[src/rtl/reg_bus_master.sv]
// reg_bus_master: turns command/byte-stream transactions into register bus strobes.
// One read byte is outstanding at a time; writes strobe one cycle after each accepted byte.
module reg_bus_master #(
    parameter int pBYTECNT_SIZE = 7,
    parameter int pREAD_LATENCY = 1
) (
    input  logic                     usb_clk,
    input  logic                     reset_n,
    input  logic                     I_cmd_valid,
    output logic                     O_cmd_ready,
    input  logic                     I_cmd_write,
    input  logic [7:0]               I_cmd_addr,
    input  logic [pBYTECNT_SIZE-1:0] I_cmd_len,
    input  logic [7:0]               I_wdata,
    input  logic                     I_wdata_valid,
    output logic                     O_wdata_ready,
    output logic [7:0]               O_rdata,
    output logic                     O_rdata_valid,
    input  logic                     I_rdata_ready,
    input  logic                     I_abort,
    output logic                     O_busy,
    output logic                     O_done,
    output logic [7:0]               reg_address,
    output logic [pBYTECNT_SIZE-1:0] reg_bytecnt,
    output logic [7:0]               write_data,
    output logic                     reg_read,
    output logic                     reg_write,
    output logic                     reg_addrvalid,
    input  logic [7:0]               read_data
);
    typedef enum logic [2:0] {IDLE, SETUP, WRITE, READ, RWAIT, RHOLD, DONE} state_t;
    localparam logic [7:0] LAT = 8'(pREAD_LATENCY);

    state_t state, next;
    logic [pBYTECNT_SIZE-1:0] len_q, cnt;
    logic [7:0] lat;
    logic wr_q, abort_p, wdata_hs, lat_hit;

    assign O_cmd_ready   = state == IDLE;
    assign O_busy        = state != IDLE;
    // cnt counts accepted bytes; once it reaches len the last strobe is on the bus
    assign O_wdata_ready = state == WRITE && cnt != len_q && !I_abort;
    assign wdata_hs      = O_wdata_ready && I_wdata_valid;
    assign lat_hit       = state == RWAIT && lat == LAT;

    always_comb begin
        next = state;
        case (state)
            IDLE:  next = I_cmd_valid ? SETUP : IDLE;
            SETUP: next = (I_abort || len_q == '0) ? DONE : wr_q ? WRITE : READ;
            WRITE: next = (I_abort || cnt == len_q) ? DONE : WRITE;
            READ:  next = I_abort ? DONE : RWAIT;
            RWAIT: next = lat_hit ? ((abort_p || I_abort) ? DONE : RHOLD) : RWAIT;
            RHOLD: next = I_abort ? DONE : !I_rdata_ready ? RHOLD : (cnt == len_q) ? DONE : READ;
            DONE:  next = IDLE;
            default: next = IDLE;
        endcase
    end

    always_ff @(posedge usb_clk or negedge reset_n) begin
        if (!reset_n) begin
            state         <= IDLE;
            len_q         <= '0;
            cnt           <= '0;
            wr_q          <= 1'b0;
            lat           <= '0;
            abort_p       <= 1'b0;
            reg_address   <= '0;
            reg_bytecnt   <= '0;
            write_data    <= '0;
            reg_read      <= 1'b0;
            reg_write     <= 1'b0;
            reg_addrvalid <= 1'b0;
            O_rdata       <= '0;
            O_rdata_valid <= 1'b0;
            O_done        <= 1'b0;
        end else begin
            state         <= next;
            reg_write     <= wdata_hs;
            reg_read      <= next == READ;
            reg_addrvalid <= next != IDLE && next != DONE;
            O_rdata_valid <= next == RHOLD;
            O_done        <= next == DONE;
            if (state == IDLE && I_cmd_valid) begin
                reg_address <= I_cmd_addr;
                reg_bytecnt <= '0;
                len_q       <= I_cmd_len;
                wr_q        <= I_cmd_write;
                cnt         <= '0;
            end
            if (wdata_hs) begin
                write_data  <= I_wdata;
                reg_bytecnt <= cnt;
                cnt         <= cnt + 1'b1;
            end
            if (next == READ)
                reg_bytecnt <= cnt;
            lat     <= state == READ ? 8'd1 : lat + 8'd1;
            abort_p <= state == RWAIT && (abort_p || I_abort);
            if (lat_hit) begin
                O_rdata <= read_data;
                cnt     <= cnt + 1'b1;
            end
        end
    end
endmodule

[config.mk]
export PLATFORM = sky130hd
export DESIGN_NAME = reg_bus_master
export DESIGN_NICKNAME = d
export VERILOG_FILES = /design/src/rtl/reg_bus_master.sv
export SDC_FILE = /design/constraint.sdc
export NUM_CORES = 1
export LEC_CHECK = 0
export BUFFER_PORTS_ARGS = -buffer_cell sky130_fd_sc_hd__buf_2
export CAP_MARGIN = 20
export CORE_UTILIZATION = 50
export DETAILED_ROUTE_END_ITERATION = 10
export PLACE_DENSITY = 0.78
export SKIP_LAST_GASP = 1
export SLEW_MARGIN = 20
export SYNTH_ARGS = -nofsm -noshare
export SYNTH_HDL_FRONTEND = slang
export SYNTH_SLANG_ARGS = --single-unit
[constraint.sdc]
create_clock -name usb_clk -period 2.9 [get_ports usb_clk]
set_input_delay 0.58 -clock usb_clk [delete_from_list [all_inputs] [get_ports usb_clk]]
set_output_delay 0.58 -clock usb_clk [all_outputs]
set_load 0.02 [all_outputs]
[After elaboration in Yosys (flattened, before gate mapping)]
Index checks and enable logic that the tools add are counted.
W data, S select, Z words.
Operators by class
  $add $sub $neg: 2
  equal/unequal tests: 12
  multiplexer cells: 17
  reductions and logical operators: 17
Operator list (number)
  $mux W7: 5
  $pmux W3 S6: 1
  $mux W3: 5
  $eq A3 B3 Y1 const B: 4
  $reduce_bool A3 Y1: 4
  $eq A3 B2 Y1 const B: 3
  $add A8 B1 Y8 const B: 1
  $eq A8 B1 Y1 const B: 1
  $mux W8: 1
  $add A7 B1 Y7 const B: 1
  $eq A7 B7 Y1: 1
  $logic_and A1 B1 Y1: 7
  $logic_not A7 Y1: 1
  $ne A7 B7 Y1: 1
  $mux W2: 3
  $eq A3 B1 Y1 const B: 1
  $logic_not A3 Y1: 1
  $logic_or A1 B1 Y1: 3
  $ne A3 B3 Y1 const B: 1
  $mux W1: 2
  $logic_not A1 Y1: 1
Storage, ports and cells
  bits in registers: 63
  input port bits: 38
  output and inout port bits: 39
  word-level logic and storage cells: 63

[Logic depth before layout (Yosys ltp)]
Gate-level depths: netlist (run 1).
  word-level depth: 7
  mapped depth: 8
  gate-level depth less buffers: 7

[Worst setup path before layout (run 1)]
OpenSTA, ideal clock, no wires.
  path type: register to register
  start point: register state[2]
  end point: register len_q[3]
  library setup time: 0.125 ns
  arrival time: 2.126 ns
  setup slack: 0.649 ns
  cell stages (with the launch flop): 6
  clock period less this slack: 2.251 ns
  path through: dfrtp_1 > buf_2 > nor3_1 > nand2_1 > clkbuf_1 > mux2_2
On the way
  longest elaborated chain between the ends: 2
Ends and longest elaborated chain
  start, declared: RTL line 34  | state_t state, next;
  start signal, assigned: RTL line 78  | state <= next;
  $logic_not A3 Y1
  net O_cmd_ready: RTL line 10  | output logic O_cmd_ready,
  $logic_and A1 B1 Y1: RTL line 84  | if (state == IDLE && I_cmd_valid) begin
  end signal, assigned: RTL line 87  | len_q <= I_cmd_len;
  end, declared: RTL line 35  | logic [pBYTECNT_SIZE-1:0] len_q, cnt;
The timed path passes the listed nets, and every way through them passes these cells.
A chain may end at the register's enable or synchronous reset.

[Worst setup path in the final report (run 1)]
  start point: register len_q[4]
  end point: register reg_bytecnt[3]
On the way
  longest elaborated chain between the ends: 7
  elaborated cells on any way between the ends: 18
Ends and longest elaborated chain
  $eq A7 B7 Y1: RTL line 51, 54
  $mux W3 (3 in series): RTL line 54  | RHOLD: next = I_abort ? DONE : !I_rdata_ready ? RHOLD : (cnt == len_q) ? DONE : READ;
  $pmux W3 S6: RTL line 48  | case (state)
  $eq A3 B2 Y1: RTL line 96  | if (next == READ)
  $reduce_bool A3 Y1 (no source line) or $mux W7 (tied branches)
  end signal, assigned: RTL line 93  | reg_bytecnt <= cnt;
  end signal, assigned: RTL line 97  | reg_bytecnt <= cnt;
  end, declared: RTL line 24  | output logic [pBYTECNT_SIZE-1:0] reg_bytecnt,
Several ways; a longest one is shown, not always the timed one.

==> run metrics, run 1 <==
slowest CP cell=nor4b_1; Placed Area=3330 um2; Core ar.=5540 um2; Max Clock Freq=between 400 and 500 MHz; peak per-stage delay on the critical path=a little over 600 ps; post_cts resized=0; IO Count=77; Pleak=roughly 1.8 nW; RSZ-0062 raised after global routing=false; initial antenna violation count=0; synthesized cell area=around 2900 um2; global-route wire length before repair=a little over 9 mm; worst hold slack=just over 400 ps; Place WS=between 600 and 700 ps; crit path kind=flop to flop; syn avg cell area=between 10 and 15 um2; maximum vdd drop=between 0.0005 and 0.0006 V; design area=approximately 3600 um2; critical-path cell list=nor4_1, nand2_1, nor4b_1, a2111oi_4, a31oi_4, mux2i_1; pin count of the biggest net entering global routing=64; type of origin of the critical path=flop; Synth Instances=251; Slew headroom=about 50%; final setup margin=between 600 and 700 ps; RR Startpoint=len_q[4]; CTS root buffer=clkbuf_8; post-synthesis sequential area ratio=~55%; hpwl dp=between 3 and 4 mm; antenna-violating nets left=0; setup tns final=0 ps; post-DR vias/cell=5.05; # clock sinks=63; Antenna diodes=0; Setup-failing EPs final=0; Post-synth EDFFs=0; fin crit period=between 2000 and 2500 ps; final WL=5.34 mm; Async SR Flop Fraction=100%; Hold-fix buffers, CTS=0; Yosys warnings=0; delay-heaviest family, CP=simple AND/OR/NAND/NOR gates; peak fanout along the critical path=7; dominant cell type by area after synthesis=dfrtp_1; MaxCap Viol Count=0; Yosys reg bits=63; PwrDens=1100 nW/um2; Tot GR Track Use=between 10% and 20%; vias in the first global route=approximately 2,100; Row Count=27; layout overhead on the synthesized area=24.1%; top-area cell type share of the netlist area=a little over half; Worst Tran Pin Value=766 ps; status=completed; critical path arrival=about 2500 ps; clock-pin slew on the worst setup and hold paths=about 70 ps; CTS tree=done; Die H=about 78 um; Req. time, crit path=about 3100 ps; routed len/inst=between 10 and 15 um; Crit. End Element=flop; CTS Buf Count=9; share of layout cells above drive strength 1=just under 40%; CP startpoint=len_q[4]; first-pass iteration count of the detailed router=4; clock skew=9.87 ps; die footprint=around 6100 um2; Post-CTS Setup Bufs=0; Primary FF master, synth=dfrtp_1; Mapped Nets=a little under 300; global placement routability congestion=slightly below 0.9; grt ovf=0; Starting DRT DRC Count=between 90 and 100; chip width=77.9 um; Initial Utilization=just over 50%; final slew viol count=0; fin crit share=around 80%; worst hold path class=input pin to asynchronous set/reset pin; Remaining DRCs=0; Clock Tree Buf Depth=2; Fin. Hold Viols=0; layout filler cell count=roughly 470; number of port buffers=76; htree depth=3; unique cell type count in the Yosys netlist=46; Worst-Skew Late Latency=between 300 and 400 ps; via count=a little over 2,000; CP Buf/Inv Count=0; synth top area cells=dfrtp_1 (55%), mux2_2 (9.4%), nand2_1 (4.8%); nets@finish=373
==> flip-flops by register name, summed over array words and instances, names as in the netlist <==
signal / count
O_done: 1
O_rdata: 8
O_rdata_valid: 1
abort_p: 1
cnt: 7
lat: 8
len_q: 7
reg_address: 8
reg_addrvalid: 1
reg_bytecnt: 7
reg_read: 1
reg_write: 1
state: 3
wr_q: 1
write_data: 8
==> cell families after synthesis <==
group           after synthesis  synth area share [%]
compound gates               25                  7.87
xor+xnor                     15                  4.57
fa+ha+maj                     3                  1.31
buf+inv                      23                  3.13
flops                        63                  54.8
mux                          32                  12.2
simple gates                 90                  16.1
==> report_power, final <==
part	total (mW)	switching [mW]	internal (mW)
clock	0.895	0.326	0.570
sequential	1.50	0.271	1.22
combinational	1.54	0.869	0.666
==> cells in the final DEF, fill, tap and decap left out, types with 5 or more instances in the layout <==
cell type and n:
nand2_1 37, inv_1 12, mux2i_1 8, xnor2_1 7, dfrtp_1 63, nand3_1 10
xor2_1 8, and3_1 5, clkbuf_8 9, o21ai_0 7, nor2_1 14, mux2_2 24
buf_2 76
==> final timing paths <==
path                                   to  slack, ps  cells past startpoint
max in group asynchronous      O_rdata[6]       1980                      2
max reg2reg                reg_bytecnt[3]        650                      6
min                               abort_p        410                      2
min reg2reg                 write_data[1]        470                      2
max                        reg_bytecnt[3]        650                      6
min in group usb_clk        write_data[1]        450                      3
==> cell usage after synthesis, types with 3 or more instances <==
cell      count
nor2b_1       3
buf_2         3
mux2_2       24
xor2_1        8
xnor2_1       7
and3_1        5
mux2i_1       8
a21o_1        3
clkbuf_1      6
nor3b_1       3
nor2_1       14
ha_1          3
o21ai_0       7
inv_1        12
nand2_1      37
a21oi_1       3
nor3_1        3
nand3_1      10
dfrtp_1      63
==> per-stage QoR <==
step,power [mW],cells,utilization [%]
2_1_floorplan,2.61,251,-
5_1_grt,4.19,409,64.4
3_5_place_dp,3.06,393,60.1
3_3_place_gp,3.00,393,60.1
6_report,3.93,409,64.4
4_1_cts,3.96,409,64.4
==> layer usage <==
layer	vias to the layer above	track usage, %	wire (um)
met3	5	4.47	268
li1	1012	-	-
met1	992	24.9	2370
met2	55	32.1	2640
met4	0	7.36	59
met5	-	0	0
==> layout make-up <==
type / count / area (um2) / share of cell area, %
Multi-Input combinational cell: 165 / 1210 / 33.9
Sequential cell: 63 / 1580 / 44.2
Clock buffer: 10 / 128 / 3.58
Timing Repair Buffer: 79 / 403 / 11.3
Tap cell: 72 / 90.1 / 2.52
Clock inverter: 6 / 109 / 3.05
Inverter: 14 / 52.6 / 1.47
(Power assumes the default switching activity.)
==> inputs of run 2 (changes only) <==
Settings changed: CORE_UTILIZATION 50 to 47, PLACE_DENSITY 0.78 to 0.77.
Clock period 2.9 ns to 1.9 ns, I/O delays scaled along.
==> run 2 against run 1 <==
Net effect: register-to-register slack worse by 910 ps; clock power increased by 44%; largest power group unchanged; utilization is 2.5 points higher; sequential cell count did not move; the run now ends with negative setup slack left; final area is 11% higher; global-route usage grew 1.7 points; final cell count up 10%; combinational power increased by 100%; hold slack lost 380 ps.
==> run metrics, run 2 (synthesis gave the netlist of run 1 again) <==
Tot GR Track Use=21.2% (+1.7 points); post-DR vias/cell=4.94 (-2.0%); pin count of the biggest net entering global routing=64 (unchanged); PwrDens=1660 nW/um2 (+51%); hpwl dp=4.41 mm (+13%); most frequent cells in the layout=buf_2 (76), dfrtp_1 (63), nand2_1 (36), buf_4 (36), mux2_2 (24); share of layout cells above drive strength 1=49.1% (+9.6 points); die footprint=6440 um2 (+6.2%); status=finished with violations; Remaining DRCs=0 (unchanged); reg2reg path depth=8 (+2); Power Total=6.57 mW (+67%); type of origin of the critical path=flop; fin crit share=114% (+36 points); delay-heaviest family, CP=compound AO/OA/AOI/OAI gates; global placement routability congestion=0.819 (-5.7%); CP Buf/Inv Count=2 (+2); Worst Tran Pin Value=367 ps (-399 ps); peak per-stage delay on the critical path=400 ps (-210 ps); MaxCap Viol Count=0 (unchanged); failing checks=negative setup slack; r2r setup slk=-260 ps (-910 ps); routed len/inst=13.9 um (+6.6%); clock-pin slew on the worst setup and hold paths=70 ps (about the same); Initial Utilization=48.6% (-3.3 points); Die H=80.2 um (+3.1%); Inst Count DP=427 (+8.7%); RR Startpoint=len_q[3]; CTS tree=done; final setup margin=-262 ps (-908 ps); vias in the first global route=2,154 (+4.3%); critical path arrival=2410 ps (-80 ps); fin crit period=2160 ps (-92.5 ps); setup tns final=-2210 ps (-2210 ps); Slew headroom=75.4% (+26 points); final WL=6.26 mm (+17%); CTS root buffer=clkbuf_8; antenna-violating nets left=0 (unchanged); Crit. End Element=flop; maximum vdd drop=0.00101 V (+75%); Antenna diodes=0 (unchanged); Max Clock Freq=462 MHz (+4.3%); Clock Tree Buf Depth=2 (unchanged); internal power=4.10 mW (+67%); wire length on met2=3.15 mm (+19%); Top Metal Used=met4; via count=2,225 (+7.8%); crit path kind=flop to flop; initial antenna violation count=0 (unchanged); Fin. Hold Viols=0 (unchanged); htree depth=3 (unchanged); Placed Area=3600 um2 (+8.2%); nets@finish=411 (+10%); chip width=80.2 um (+3.1%); Comb pwr share=47.1% (+8.0 points); Switching Share=37.6% (+0.28 points); RSZ-0062 raised after global routing=true; commonest non-fill, non-tap cell in the layout=buf_2; Non-Filler Instances=450 (+10%); met3 wire length=287 um (+7.1%); global-route wire length before repair=10.1 mm (+10%); post-layout util=66.9% (+2.5 points); Setup-failing EPs final=15 (+15); M1 WL=2.75 mm (+16%); Pleak=2.02 nW (+11%); Req. time, crit path=2150 ps (-990 ps); register area=1580 um2 (unchanged); clock group share of total power=19.6% (-3.2 points); # clock sinks=63 (unchanged); Worst R2R End=reg_bytecnt[3]; worst hold path class=input pin to asynchronous set/reset pin; Sequential Power Share=33.3% (-4.8 points); multi-input combinational cell area=1290 um2 (+6.6%); net load switching power=2.47 mW (+69%); Row Count=28 (+3.7%); design area=3960 um2 (+11%); Worst-Skew Late Latency=340 ps (+20 ps); layout overhead on the synthesized area=37.7%; critical-path cell list=xor2_1, nor4_4, nand3_2, a221oi_4, inv_2, a31oi_4, buf_12, mux2i_1; first-pass iteration count of the detailed router=4 (unchanged); peak fanout along the critical path=7 (unchanged); slowest CP cell=dfrtp_1; clock skew=13.8 ps (+3.95 ps); layout filler cell count=457 (-2.1%); CTS Buf Count=9 (unchanged); Starting DRT DRC Count=122 (+24%); final slew viol count=0 (unchanged); number of port buffers=76 (unchanged); IO Count=77 (unchanged); grt ovf=0 (unchanged); Core ar.=5920 um2 (+6.9%)
-- run 2: how the worst max path moves through the flow --
stage,startpoint,end,cells after the start
final,len_q[3],reg_bytecnt[3],8
after global routing,len_q[3],reg_bytecnt[6],8
after CTS,cnt[6],reg_bytecnt[6],8
after detailed placement,len_q[4],reg_bytecnt[1],9
after global placement,len_q[4],reg_bytecnt[4],9
after floorplan,cnt[1],reg_bytecnt[0],7
-- run 2: final cells by class --
type / instances / area share [%]
inverter: 14 / 1.33
tap: 75 / 2.37
sequential: 63 / 39.8
multi-input combinational: 165 / 32.6
clock inverter: 5 / 2.05
clock buffer: 11 / 3.57
timing repair buffer: 117 / 18.3
-- run 2: repair_timing --
action | CTS | global route
hold buffers | 0 | 0
gates resized for setup | 16 | 5
cloned | 1 | 0
setup buffers | 3 | 3
endpoints found under the setup margin | 14 | 19
pin swaps | 10 | 8
-- run 2: power by group through the flow --
stage	registers, mW	clock network [mW]	logic (mW)
after floorplan	2.57	0	1.44
after global placement	2.17	0	2.83
after detailed placement	2.19	0	2.92
after CTS	2.18	1.31	3.03
after global routing	2.25	1.38	3.35
final	2.19	1.29	3.09
-- run 2: metrics by stage --
step	setup slack, ps	hold WS (ps)
floorplan	-124	84.4
global placement	-109	410
detailed placement	-226	414
CTS	-242	42.5
global route	-328	65.0
finish	-262	35.8
-- run 2: per-layer routing --
metal | up-vias | GRT usage, %
li1 | 1087 | -
met1 | 1079 | 26.1
met2 | 53 | 34.8
met3 | 6 | 5.34
met4 | 0 | 9.82
met5 | - | 0
==> inputs of run 3 (changes only) <==
Settings changed: BUFFER_PORTS_ARGS -buffer_cell sky130_fd_sc_hd__buf_2 to -buffer_cell sky130_fd_sc_hd__buf_4, PLACE_DENSITY 0.77 to 0.82.
==> run 3 against run 2 <==
Net effect: the run still ends with negative setup slack left; via count increased by 3.0%; total power up 6.5%; critical path depth is the same; combinational power grew 14%; non-clock buffer count decreased by 1; register-to-register slack worse by 80 ps; routed wire length grew 8.9%; sequential share of layout area decreased by 2.5 points; final cell count is 0.22% lower; hold slack improved by 54 ps; count of clock-buffer cells in the layout is 1 lower; clock skew is 3.9 ps lower.
==> run metrics, run 3 (synthesis gave the netlist of run 1 again) <==
clock skew=9.94 ps (-3.88 ps); global placement routability congestion=0.854 (+4.3%); RR Startpoint=len_q[4]; initial antenna violation count=0 (unchanged); hpwl dp=4.38 mm (-0.73%); Remaining DRCs=0 (unchanged); CTS tree=done; IO Count=77 (unchanged); most frequent cells in the layout=buf_4 (107), dfrtp_1 (63), nand2_1 (36); Setup-failing EPs final=18 (+3); Pleak=2.10 nW (+4.0%); antenna-violating nets left=0 (unchanged); Slew headroom=47.8% (-28 points); htree depth=3 (unchanged); fin crit period=2240 ps (+78.7 ps); worst hold path class=input pin to asynchronous set/reset pin; Req. time, crit path=2160 ps (about the same); Place WS=-273 ps (-46.6 ps); CP startpoint=len_q[4]; final setup margin=-341 ps (-78.7 ps); share of layout cells above drive strength 1=52.1% (+3.1 points); CTS Buf Count=9 (unchanged); clock-pin slew on the worst setup and hold paths=70 ps (about the same); # clock sinks=63 (unchanged); vias in the first global route=2,240 (+4.0%); Core ar.=5920 um2 (unchanged); Worst R2R End=reg_bytecnt[3]; pin count of the biggest net entering global routing=64 (unchanged); design area=4220 um2 (+6.6%); final slew viol count=0 (unchanged); Global Route met1 Usage=25.6% (-0.47 points); maximum vdd drop=0.000911 V (-10%); chip width=80.2 um (unchanged); Placed Area=3750 um2 (+4.0%); Crit. End Element=flop; global route hottest layer=met2; GRT met2 Usage=35.6% (+0.85 points); Fin. Hold Viols=0 (unchanged); status=finished with violations; Row Count=28 (unchanged); Initial Utilization=48.6% (unchanged); grt met3 use=5.45% (+0.11 points); grt ovf=0 (unchanged); Worst-Skew Late Latency=350 ps (about the same); global-route wire length before repair=10.2 mm (+1.4%); fin crit share=118% (+4.1 points); Max Clock Freq=446 MHz (-3.5%); Critical Path End=reg_bytecnt[3]; routed len/inst=15.2 um (+9.1%); final WL=6.81 mm (+8.9%); PwrDens=1660 nW/um2 (about the same); commonest non-fill, non-tap cell in the layout=buf_4; layout filler cell count=415 (-9.2%); peak fanout along the critical path=6 (-1); Worst Tran Pin Value=782 ps (+415 ps); failing checks=negative setup slack; die footprint=6440 um2 (unchanged); Antenna diodes=0 (unchanged); post-DR vias/cell=5.10 (+3.2%); layout overhead on the synthesized area=46.8%; Die H=80.2 um (unchanged); RSZ-0062 raised after global routing=true; CTS root buffer=clkbuf_8; type of origin of the critical path=flop; first-pass iteration count of the detailed router=4 (unchanged); via count=2,292 (+3.0%); r2r setup slk=-340 ps (-80 ps); Clock Tree Buf Depth=2 (unchanged); Tot GR Track Use=21.5% (+0.35 points); MaxCap Viol Count=0 (unchanged); crit path kind=flop to flop; reg2reg path depth=8 (unchanged); number of port buffers=76 (unchanged); nets@finish=410 (-0.24%); Hold-fix buffers, CTS=0 (unchanged); critical path arrival=2500 ps (+90 ps); Starting DRT DRC Count=110 (-9.8%)
run 3: changes by cell type in the layout (fill, tap and decap cells not counted), moves of 2 or more:
cell / before / now
buf_6: 3 / 8
o21ai_0: 5 / 1
nand3_2: 2 / 4
buf_4: 36 / 107
o21ai_2: 1 / 6
xor2_2: 1 / 4
buf_2: 76 / 0
clkinv_2: 1 / 3
xor2_1: 7 / 4
nand3_1: 9 / 6
run 3: power breakdown:
| part | leakage [nW] | internal, mW | total [mW] | switching, mW |
|---|---|---|---|---|
| combinational | 1.19 | 1.78 | 3.52 | 1.74 |
| clock | 0.110 | 0.736 | 1.26 | 0.523 |
| sequential | 0.795 | 1.87 | 2.22 | 0.352 |
run 3: layout make-up:
class                      count  area, um2  area share [%]
multi-input combinational    165       1370            32.5
tap                           75       93.8            2.22
clock buffer                  10        128            3.02
sequential                    63       1580            37.3
clock inverter                 6       83.8            1.99
inverter                      14       52.6            1.24
timing repair buffer         116        913            21.6
run 3: what timing repair did:
action,CTS,global route
buffers inserted,9,3
setup endpoints to repair,16,26
pin swaps,10,14
resized for setup,14,30
gates cloned,0,0
run 3: how the worst min path moves through the flow:
stage | startpoint | to | slack (ps) | cells past startpoint
after floorplan | reset_n | O_done | 80 | 0
after global placement | write_data[7] | write_data[7] | 460 | 2
after detailed placement | write_data[2] | write_data[2] | 460 | 2
after CTS | reset_n | reg_address[2] | 140 | 1
after global routing | reset_n | lat[6] | 190 | 1
final | reset_n | lat[6] | 90 | 1
run 3: per-stage QoR:
stage | utilization, % | hold WS, ps | TNS (ps) | power, mW | cells
after floorplan | - | 84.4 | -959 | 4.01 | 251
after global placement | 63.3 | 459 | -1320 | 5.20 | 424
after detailed placement | 63.3 | 465 | -2090 | 5.30 | 424
after CTS | 68.9 | 135 | -2080 | 6.77 | 446
after global routing | 71.3 | 188 | -4980 | 7.39 | 449
final | 71.3 | 90.1 | -2980 | 7.00 | 449
run 3: worst max-delay path, stage by stage (launching register included):
cell and delay, ps:
dfrtp_1 440, nor4_2 320, nand2_1 130, nor4b_1 390, buf_4 190, a2111oi_4 50
a31oi_4 250, buf_12 150, mux2i_1 220
run 3: layer usage:
metal	share of wire (%)	up-vias
met5	0	-
met4	3.0	0
met3	5.0	16
met2	52	72
met1	40	1125
li1	-	1079
